**src/rtl/mac_pkg.sv**
```systemverilog
// Shared definitions for the MAC datapath stages.
// Holds the default field widths, the exponent reference position and the
// payload record that the stage-4 skid register and stage A carry.
// Optional build macro honoured by users of this package: MAC_NORM_STG_ROUND_EN.

package mac_pkg;

    // Default widths of the stage-4 datapath fields.
    localparam int MAC_PSUM_W  = 19;  // two's-complement partial sum
    localparam int MAC_EXP_W   = 6;   // bypassed max exponent
    localparam int MAC_NORM_W  = 11;  // normalised mantissa incl. leading 1
    localparam int MAC_DIFF_W  = 5;   // signed exponent shift
    localparam int MAC_REF_POS = 10;  // psum bit position meaning "no shift"
    localparam int MAC_SIDE_W  = 5;   // Q-fraction sideband

    // One captured input beat: the sum plus the sideband that travels with it.
    typedef struct packed {
        logic [MAC_PSUM_W-1:0] psum;
        logic [MAC_EXP_W-1:0]  max_exp;
        logic [MAC_SIDE_W-1:0] q_frac;
    } mac_payload_t;

endpackage : mac_pkg

```
**src/rtl/mac_norm_lzd.sv**
```systemverilog
// Combinational normaliser: absolute value, leading-one detect, left-justify
// into a NORM_W mantissa and signed exponent shift relative to REF_POS.
// Build macro MAC_NORM_STG_ROUND_EN: when defined the mantissa is rounded to
// nearest-even (with renormalisation on overflow); otherwise it is truncated.
// Kept free of handshake logic so other MAC stages can reuse it.

module mac_norm_lzd #(
    parameter int PSUM_W  = 19,
    parameter int NORM_W  = 11,
    parameter int DIFF_W  = 5,
    parameter int REF_POS = 10
) (
    input  logic [PSUM_W-1:0] psum_i,
    output logic [NORM_W-1:0] norm_o,
    output logic [DIFF_W-1:0] exp_diff_o,
    output logic              carry_o,
    output logic              sgn_o,
    output logic              zero_o
);

    logic [PSUM_W-1:0] mag;
    logic [NORM_W-1:0] norm;
    logic              sgn;
    int                lead;
    int                exp_int;
`ifdef MAC_NORM_STG_ROUND_EN
    logic [PSUM_W-1:0] shifted;
    logic [NORM_W:0]   norm_inc;
    logic              guard;
    logic              sticky;
`endif

    // Magnitude, leading-one position, left-justified mantissa and exponent shift.
    // NOTE: every variable gets a value before any branch so no latch is inferred.
    always_comb begin
        sgn  = psum_i[PSUM_W-1];
        // Unary minus wraps the most-negative sum onto 2^(PSUM_W-1), which is
        // exactly its magnitude when read as unsigned.
        mag  = sgn ? -psum_i : psum_i;
        lead = 0;
        for (int i = 0; i < PSUM_W; i++) begin
            if (mag[i]) lead = i;
        end
`ifdef MAC_NORM_STG_ROUND_EN
        shifted  = mag << (PSUM_W - 1 - lead);
        norm     = shifted[PSUM_W-1 -: NORM_W];
        exp_int  = lead - REF_POS;
        norm_inc = '0;
        guard    = 1'b0;
        sticky   = 1'b0;
        // Guard is the first bit below the mantissa, sticky the OR of the rest.
        for (int i = 0; i < PSUM_W; i++) begin
            if (i == PSUM_W - NORM_W - 1) guard = shifted[i];
            if (i <  PSUM_W - NORM_W - 1) sticky = sticky | shifted[i];
        end
        if (guard & (sticky | norm[0])) begin
            norm_inc = {1'b0, norm} + {{NORM_W{1'b0}}, 1'b1};
            if (norm_inc[NORM_W]) begin
                // All-ones mantissa rolled over: renormalise one place up.
                norm    = {1'b1, {(NORM_W-1){1'b0}}};
                exp_int = exp_int + 1;
            end else begin
                norm = norm_inc[NORM_W-1:0];
            end
        end
`else
        // Top NORM_W bits of the left-justified magnitude; lower bits drop.
        norm    = NORM_W'((mag << (PSUM_W - 1 - lead)) >> (PSUM_W - NORM_W));
        exp_int = lead - REF_POS;
`endif
        // A zero sum has no leading one: report a clean all-zero result.
        if (mag == '0) begin
            norm    = '0;
            exp_int = 0;
            sgn     = 1'b0;
        end
    end

    assign norm_o     = norm;
    assign exp_diff_o = DIFF_W'(exp_int);
    assign carry_o    = (exp_int > 0);
    assign sgn_o      = sgn;
    assign zero_o     = (mag == '0);

endmodule : mac_norm_lzd

```
**src/rtl/mac_norm_stg.sv**
```systemverilog
// MAC stage 4: register and normalise a two's-complement partial sum.
// Input beats pass through a one-entry skid register and stage A (raw payload),
// are normalised combinationally, and land in stage B which drives the outputs.
// Valid/ready on both sides; o_ready is a flop with no path from i_ready.
// Build macro MAC_NORM_STG_ROUND_EN selects round-to-nearest-even mantissas
// (handled inside mac_norm_lzd); by default mantissas are truncated.
// The payload record comes from mac_pkg, so overriding the width parameters
// also requires matching package widths.

module mac_norm_stg
    import mac_pkg::*;
#(
    parameter int PSUM_W  = MAC_PSUM_W,
    parameter int EXP_W   = MAC_EXP_W,
    parameter int NORM_W  = MAC_NORM_W,
    parameter int DIFF_W  = MAC_DIFF_W,
    parameter int REF_POS = MAC_REF_POS,
    parameter int SIDE_W  = MAC_SIDE_W
) (
    input  logic              i_clk,
    input  logic              i_rst_n,
    input  logic              i_valid,
    output logic              o_ready,
    input  logic [PSUM_W-1:0] i_psum,
    input  logic [EXP_W-1:0]  i_max_exp,
    input  logic [SIDE_W-1:0] i_Q_frac,
    output logic              o_valid,
    input  logic              i_ready,
    output logic [NORM_W-1:0] o_norm_sum,
    output logic [DIFF_W-1:0] o_exp_diff,
    output logic              o_exp_carry,
    output logic              o_sgn,
    output logic              o_zero,
    output logic [EXP_W-1:0]  o_max_exp,
    output logic [SIDE_W-1:0] o_Q_frac
);

    // ------------------------------------------------------------------
    // Handshake state
    // ------------------------------------------------------------------
    mac_payload_t in_payload;
    mac_payload_t skid_q, skid_d;
    mac_payload_t a_q, a_d;
    logic         skid_valid_q, skid_valid_d;
    logic         a_valid_q, a_valid_d;
    logic         ready_q;
    logic         b_valid_q;
    logic         in_fire;
    logic         b_load;
    logic         a_free;

    // Stage B contents, which are also the module outputs.
    logic [NORM_W-1:0] b_norm_q;
    logic [DIFF_W-1:0] b_exp_diff_q;
    logic              b_carry_q;
    logic              b_sgn_q;
    logic              b_zero_q;
    logic [EXP_W-1:0]  b_max_exp_q;
    logic [SIDE_W-1:0] b_q_frac_q;

    // Normaliser results for the beat sitting in stage A.
    logic [NORM_W-1:0] n_norm;
    logic [DIFF_W-1:0] n_exp_diff;
    logic              n_carry;
    logic              n_sgn;
    logic              n_zero;

    assign in_payload.psum    = i_psum;
    assign in_payload.max_exp = i_max_exp;
    assign in_payload.q_frac  = i_Q_frac;

    // o_ready mirrors an empty skid register, so the input can only fire
    // while the skid has room for one beat that A cannot take.
    assign in_fire = i_valid & ready_q;
    // B takes a new beat when it is empty or its current beat leaves this cycle.
    assign b_load  = ~b_valid_q | i_ready;
    // A can take a beat when it is empty or its beat moves into B.
    assign a_free  = ~a_valid_q | b_load;

    // Next state of the skid register and stage A; the skid always drains first.
    always_comb begin
        skid_d       = skid_q;
        skid_valid_d = skid_valid_q;
        a_d          = a_q;
        a_valid_d    = a_valid_q;
        if (a_free) begin
            if (skid_valid_q) begin
                // o_ready is low here, so no new beat competes with the skid.
                a_d          = skid_q;
                a_valid_d    = 1'b1;
                skid_valid_d = 1'b0;
            end else if (in_fire) begin
                a_d       = in_payload;
                a_valid_d = 1'b1;
            end else begin
                a_valid_d = 1'b0;
            end
        end else if (in_fire) begin
            // A is stuck behind a stalled B: park the beat in the skid.
            skid_d       = in_payload;
            skid_valid_d = 1'b1;
        end
    end

    // Skid register, stage A and the registered ready flag.
    // NOTE: sequential state uses non-blocking assignments so every flop samples pre-edge values.
    always_ff @(posedge i_clk or negedge i_rst_n) begin
        if (!i_rst_n) begin
            skid_q       <= '0;
            skid_valid_q <= 1'b0;
            a_q          <= '0;
            a_valid_q    <= 1'b0;
            ready_q      <= 1'b1;
        end else begin
            skid_q       <= skid_d;
            skid_valid_q <= skid_valid_d;
            a_q          <= a_d;
            a_valid_q    <= a_valid_d;
            ready_q      <= ~skid_valid_d;
        end
    end

    // ------------------------------------------------------------------
    // Normalise between stage A and stage B
    // ------------------------------------------------------------------
    mac_norm_lzd #(
        .PSUM_W  (PSUM_W),
        .NORM_W  (NORM_W),
        .DIFF_W  (DIFF_W),
        .REF_POS (REF_POS)
    ) u_lzd (
        .psum_i     (a_q.psum),
        .norm_o     (n_norm),
        .exp_diff_o (n_exp_diff),
        .carry_o    (n_carry),
        .sgn_o      (n_sgn),
        .zero_o     (n_zero)
    );

    // Stage B: output valid and the registered normalise result with sideband.
    // NOTE: data registers are reset too, because outputs must read zero during reset.
    always_ff @(posedge i_clk or negedge i_rst_n) begin
        if (!i_rst_n) begin
            b_valid_q    <= 1'b0;
            b_norm_q     <= '0;
            b_exp_diff_q <= '0;
            b_carry_q    <= 1'b0;
            b_sgn_q      <= 1'b0;
            b_zero_q     <= 1'b0;
            b_max_exp_q  <= '0;
            b_q_frac_q   <= '0;
        end else if (b_load) begin
            b_valid_q <= a_valid_q;
            // Data only moves with a real beat, so a drained B keeps its last values.
            if (a_valid_q) begin
                b_norm_q     <= n_norm;
                b_exp_diff_q <= n_exp_diff;
                b_carry_q    <= n_carry;
                b_sgn_q      <= n_sgn;
                b_zero_q     <= n_zero;
                b_max_exp_q  <= a_q.max_exp;
                b_q_frac_q   <= a_q.q_frac;
            end
        end
    end

    assign o_ready     = ready_q;
    assign o_valid     = b_valid_q;
    assign o_norm_sum  = b_norm_q;
    assign o_exp_diff  = b_exp_diff_q;
    assign o_exp_carry = b_carry_q;
    assign o_sgn       = b_sgn_q;
    assign o_zero      = b_zero_q;
    assign o_max_exp   = b_max_exp_q;
    assign o_Q_frac    = b_q_frac_q;

endmodule : mac_norm_stg

```
**config.mk**
```make
export PLATFORM = sky130hd
export DESIGN_NAME = mac_norm_stg
export DESIGN_NICKNAME = d
export VERILOG_FILES = /design/src/rtl/mac_pkg.sv /design/src/rtl/mac_norm_lzd.sv /design/src/rtl/mac_norm_stg.sv
export SDC_FILE = /design/constraint.sdc
export NUM_CORES = 1
export LEC_CHECK = 0
export BUFFER_PORTS_ARGS = -buffer_cell sky130_fd_sc_hd__buf_4
export CORE_ASPECT_RATIO = 1.1
export CORE_MARGIN = 4
export CORE_UTILIZATION = 34
export DETAILED_ROUTE_END_ITERATION = 7
export MAX_ROUTING_LAYER = met4
export SETUP_SLACK_MARGIN = 0.3
export SLEW_MARGIN = 20
export SYNTH_ARGS = -nofsm -noshare
export SYNTH_HDL_FRONTEND = slang
export SYNTH_HIERARCHICAL = 1
export SYNTH_SLANG_ARGS = --single-unit
export TNS_END_PERCENT = 20
```
**constraint.sdc**
```tcl
create_clock -name i_clk -period 4.5 [get_ports i_clk]
set_clock_uncertainty 0.15 [all_clocks]
set_input_delay 0.45 -clock i_clk [delete_from_list [all_inputs] [get_ports i_clk]]
set_output_delay 0.45 -clock i_clk [all_outputs]
set_load 0.02 [all_outputs]
```
**Word-level counts from Yosys, hierarchy flattened**

Cells that the tools add are included.

- Register bits after elaboration: 94
- Output and inout bits: 32
- Word-level logic and storage cells: 62

- Add/sub/neg operators: 3
- $lt $le $gt $ge: 1
- Shift-type cells: 1
- Mux-type cells: 28
- Bitwise logic cells: 7
- Reduce and logical (&&, ||, !) cells: 5

Operators with widths:

| kind | count |
|---|---|
| $mux 32 | 18 |
| $mux 30 | 2 |
| $gt 32x1->1 const B | 1 |
| $shl 19x32->19 | 1 |
| $sub 32x5->32 const B | 1 |
| $sub 6x32->32 const A | 1 |
| $logic_not 19->1 | 1 |
| $mux 19 | 1 |
| $neg 19->19 | 1 |
| $mux 11 | 1 |
| $mux 1 | 6 |
| $reduce_and 2->1 | 3 |
| $not 1->1 | 4 |
| $or 1x1->1 | 2 |
| $reduce_bool 2->1 | 1 |
| $and 1x1->1 | 1 |

**Longest topological paths before layout**

- Word-level depth: 23
- Gate-level depth with buffers: 21
- Mapped depth without buffers: 19

**Cells and area by module**

The synthesis kept the hierarchy.

Modules (own cells, without submodules):

| module | instances | cells each | area each (µm²) |
|---|---|---|---|
| mac_norm_stg | 1 | 237 | 4012.6 |
| mac_norm_lzd | 1 | 309 | 2253.4 |

**Worst setup path after synthesis**

OpenSTA, ideal clock, no wires.

- Path type: reg-to-reg
- Start: register a_q[11] (netlist bit)
- End: register b_norm_q[7] (netlist: o_norm_sum[7])
- Library setup time: 65 ps
- Data arrival time: 4779 ps
- Required time: 4285 ps
- Path slack: -494 ps
- Cell stages (with the launch flop): 22
- Path buffers: 4
- Clock period less this slack: 4994 ps
- Path through: dfrtp_1 -> inv_1 -> ha_1 -> or4b_1 -> or4_4 -> or3_1 -> buf_2 -> and2_4 -> buf_6 -> a21oi_4 -> inv_4 -> buf_6 -> ha_1 -> nand3b_1 -> ha_1 -> inv_1 -> or3_1 -> buf_2 -> nor2_1 -> o2111ai_1 -> o41ai_2 -> mux2_2

- Cells in the longest elaborated chain, start to end: 23

Ends and longest elaborated chain:

| what | RTL line | text |
|---|---|---|
| from (decl) | mac_norm_stg.sv:43 | `mac_payload_t a_q, a_d;` |
| from (signal assigned) | mac_norm_stg.sv:111 | `a_q <= '0;` |
| from (signal assigned) | mac_norm_stg.sv:117 | `a_q <= a_d;` |
| $neg 19->19 | mac_norm_lzd.sv:39 | `mag = sgn ? -psum_i : psum_i;` |
| $mux 19 (*) | mac_norm_lzd.sv:39 |  |
| $mux 1 | mac_norm_lzd.sv:42 | `if (mag[i]) lead = i;` |
| $mux 32 (17 in a row) | mac_norm_lzd.sv:42 |  |
| $sub 6x32->32 | mac_norm_lzd.sv:68 | `norm = NORM_W'((mag << (PSUM_W - 1 - lead)) >> (PSUM_W - NORM_W));` |
| $shl 19x32->19 | mac_norm_lzd.sv:68 |  |
| $mux 11 (*) | mac_norm_lzd.sv:72 | `if (mag == '0) begin` |
| named net n_norm[7] | mac_norm_stg.sv:62 | `logic [NORM_W-1:0] n_norm;` |
| to (signal assigned) | mac_norm_stg.sv:156 | `b_norm_q <= n_norm;` |
| to (decl) | mac_norm_stg.sv:53 | `logic [NORM_W-1:0] b_norm_q;` |

The timed path passes the listed nets; every way through them passes the cells marked *.
A chain may end at the register's enable or synchronous reset.

**Worst setup path after layout**

- Start: register a_q[11] (netlist bit)
- End: register b_norm_q[10] (netlist: o_norm_sum[10])

Same word-level chain as after synthesis.

==> flow_summary_export.csv <==
group,metric,value,unit
logic_synthesis,synth_seq_cells,94,
clock_tree,cts_tree,"built",
logic_synthesis,yosysMostFrequentCell,"dfrtp_1",
worst_setup_path,cp_top_family,"simple AND/OR/NAND/NOR gates",
die,io_pins,66,
clock_tree,ctsHoldBuffers,0,
die,die-height,150,um
timing,slew_viol_final,0,
worst_setup_path,critPathArrivalTime,4.43,ns
timing,finalCritPeriodShare,0.966,
clock_tree,clk_latency,0.35,ns
die,core_area,17900,um2
global_route,grt_pass1_wl,27300,um
logic_synthesis,netlist_area,6270,um2
worst_setup_path,criticalPathCategory,"reg2reg",
clock_tree,h-tree-depth,3,
outcome,status,"finished clean",
route,vias,5027,
cells_and_area,drive_gt1_frac,0.579,
route,routed_via_density,5.31,
logic_synthesis,synth-async-reset-ratio,1.00,
die,num_rows,51,
die,initial_core_util,0.349,
cells_and_area,fin_nets,744,
worst_setup_path,critical_path.slowest_cell,"or4_4",
logic_synthesis,synth_top_cells_by_area,"dfrtp_1, mux2_2, mux2_4",
placement,dpl_cell_area,7540,um2
worst_setup_path,cp-start-kind,"flip-flop",
logic_synthesis,syn_nets,587,
global_route,grt_usage,0.170,
timing,rsz0062_at_grt,"yes",
clock_tree,cts_buffer_depth,2,
placement,place.gp.congestion,0.896,
timing,slew_headroom,0.487,
logic_synthesis,ys_seq_area_frac,0.376,
clock_tree,cts_buffers,9,
worst_setup_path,path_max_fanout,7,
route,drc,0,
cells_and_area,postLayoutCellArea,8450,um2
worst_setup_path,path_buf_inv,5,
logic_synthesis,synth_top_family_by_area,"multiplexers",
logic_synthesis,synth_mux_area_frac,0.276,
logic_synthesis,synthXorXnorAreaFrac,0.0361,
worst_setup_path,worst_path_largest_cell_delay,0.54,ns
logic_synthesis,synth-compound-area-share,0.137,
clock_tree,clk_transition_reported_paths,0.07,ns
global_route,grt_remaining_overflow,0,
logic_synthesis,synth_top_cell_area_share,0.371,
logic_synthesis,yosysTopAreaCell,"dfrtp_1",
logic_synthesis,yosys.area_share.adder,0.0140,
global_route,grt_pass1_vias,5299,
route,wire_per_inst,17.7,um
route,totalWireLength,16700,um
route,drt_iter0_drc,301,
die,die_width,137,um
logic_synthesis,synth_common_cells,"dfrtp_1, mux2_2, mux2_4, nand2_1, o21ai_0",
clock_tree,root_buffer,"clkbuf_16",
placement,place.port_buffers,65,
global_route,grt_max_degree,60,
worst_setup_path,path_cells,"inv_2, ha_4, or4b_4, or4_4, or3_4, and2_4, a21oi_4, inv_4, ha_4, buf_6, o211a_1, a2111oi_4, buf_6, buf_12, nand3_2, nand3_2, a31oi_2, mux2_4",
placement,dp_hpwl,12200,um
logic_synthesis,synth_edf_count,0,
logic_synthesis,synthFlopType,"dfrtp_1",
logic_synthesis,synthSimpleGateAreaFrac,0.116,
min_path,hp-class,"in2async",
logic_synthesis,yosys_warnings,6,
worst_setup_path,cp.required,4.59,ns
logic_synthesis,syn_avg_cell_area,11.5,um2
clock_tree,cts.sinks,94,
timing,fin_crit,4.35,ns
global_route,antenna_found_initial,0,
cells_and_area,synthToLayoutAreaGrowth,34.9,%
route,ant_nets,0,
cells_and_area,diodes,0,
run,maxCapViolCount,0,
timing,finalHoldViolCount,0,
worst_setup_path,crit_path_end_kind,"flip-flop",
route,first_pass_iters,5,
timing,setup_viol,0,
die,dieArea,20700,um2
logic_synthesis,synthCells,546,
logic_synthesis,ys_types,80,
timing,clock.fmax,230,MHz
timing,worst_pin_slew,0.770,ns
[registers in the layout, summed over array words and instances (netlist names), 5 cells and up]
signal,flops
skid_q,30
o_exp_diff,5
a_q,30
o_norm_sum,11
o_Q_frac,5
o_max_exp,6
[final timing paths]
check	from	to	slack [ns]	cells past startpoint
setup / recovery	a_q[11]	o_norm_sum[10]	0.15	18
hold / removal	i_rst_n	o_norm_sum[3]	0.02	1
setup reg to reg	a_q[11]	o_norm_sum[10]	0.15	18
hold reg to reg	skid_q[21]	skid_q[21]	0.34	1
max in group asynchronous	i_rst_n	o_ready	3.21	2
min in group i_clk	i_Q_frac[0]	skid_q[0]	0.19	2
[layout by cell type, fill, tap and decap left out, drive strengths merged, types with 5 or more instances in the layout]
master / instances
nand2: 25
clkbuf: 9
o211ai: 8
nor4: 8
xor2: 13
mux4: 8
ha: 7
mux2i: 6
nand3: 6
inv: 18
mux2: 121
o31ai: 5
nand2b: 10
o22ai: 5
or4: 8
nor3: 11
o41ai: 6
buf: 179
o21ai: 24
or3: 7
a21oi: 17
or2: 10
xnor2: 12
dfrtp: 93
nor2: 21
[repair_timing]
item	CTS	global route
buffers inserted	15	11
cloned	1	0
pin swaps	12	22
hold endpoints to repair	0	0
endpoints found under the setup margin	12	12
resized for setup	31	47
[worst reg2reg max path, cell delays in order (launching register included)]
cell and delay, ns:
dfrtp_1 0.41, inv_2 0.08, ha_4 0.12, or4b_4 0.47
or4_4 0.54, or3_4 0.35, and2_4 0.16, a21oi_4 0.15
inv_4 0.05, ha_4 0.15, buf_6 0.13, o211a_1 0.14
a2111oi_4 0.45, buf_6 0.21, buf_12 0.12, nand3_2 0.09
nand3_2 0.10, a31oi_2 0.09, mux2_4 0.27
[kinds of logic (layout without fill, tap and decap cells)]
kind of cell / Yosys count / count (layout)
buf+inv: 48 / 210
simple gates: 128 / 128
flops: 94 / 94
mux: 135 / 135
xor+xnor: 25 / 25
fa+ha+maj: 7 / 7
compound gates: 109 / 109
[per-layer routing]
layer	part of all wire	GRT usage	up-vias	wire, um
li1	-	-	2362	-
met2	0.51	0.276	123	8470
met3	0.042	0.0267	25	711
met5	0	-	-	0
met1	0.43	0.217	2517	7250
met4	0.018	0.0559	0	301
[metrics by stage]
stage,hold slack [ns],worst slack (ns),util,TNS (ns),instances
6_report,0.0190,0.154,0.471,0,946
5_1_grt,0.0900,-0.0473,0.471,-0.141,946
4_1_cts,0.0519,0.175,0.454,0,935
3_5_place_dp,0.318,-0.118,0.421,-0.659,903
3_3_place_gp,0.312,-0.0731,0.421,-0.157,903
2_1_floorplan,0.00441,-0.282,-,-1.97,546
[final cells by class]
cell class	instances	area, um2
clock buffer	9	225
clock inverter	7	72.6
fill	1605	9480
inverter	14	55.1
multi-input combinational	404	4020
sequential	94	2360
tap	238	298
timing repair buffer	180	1420
Power is not shown: default switching activity piles up to over one toggle a cycle in this logic, so the estimate is an artifact.
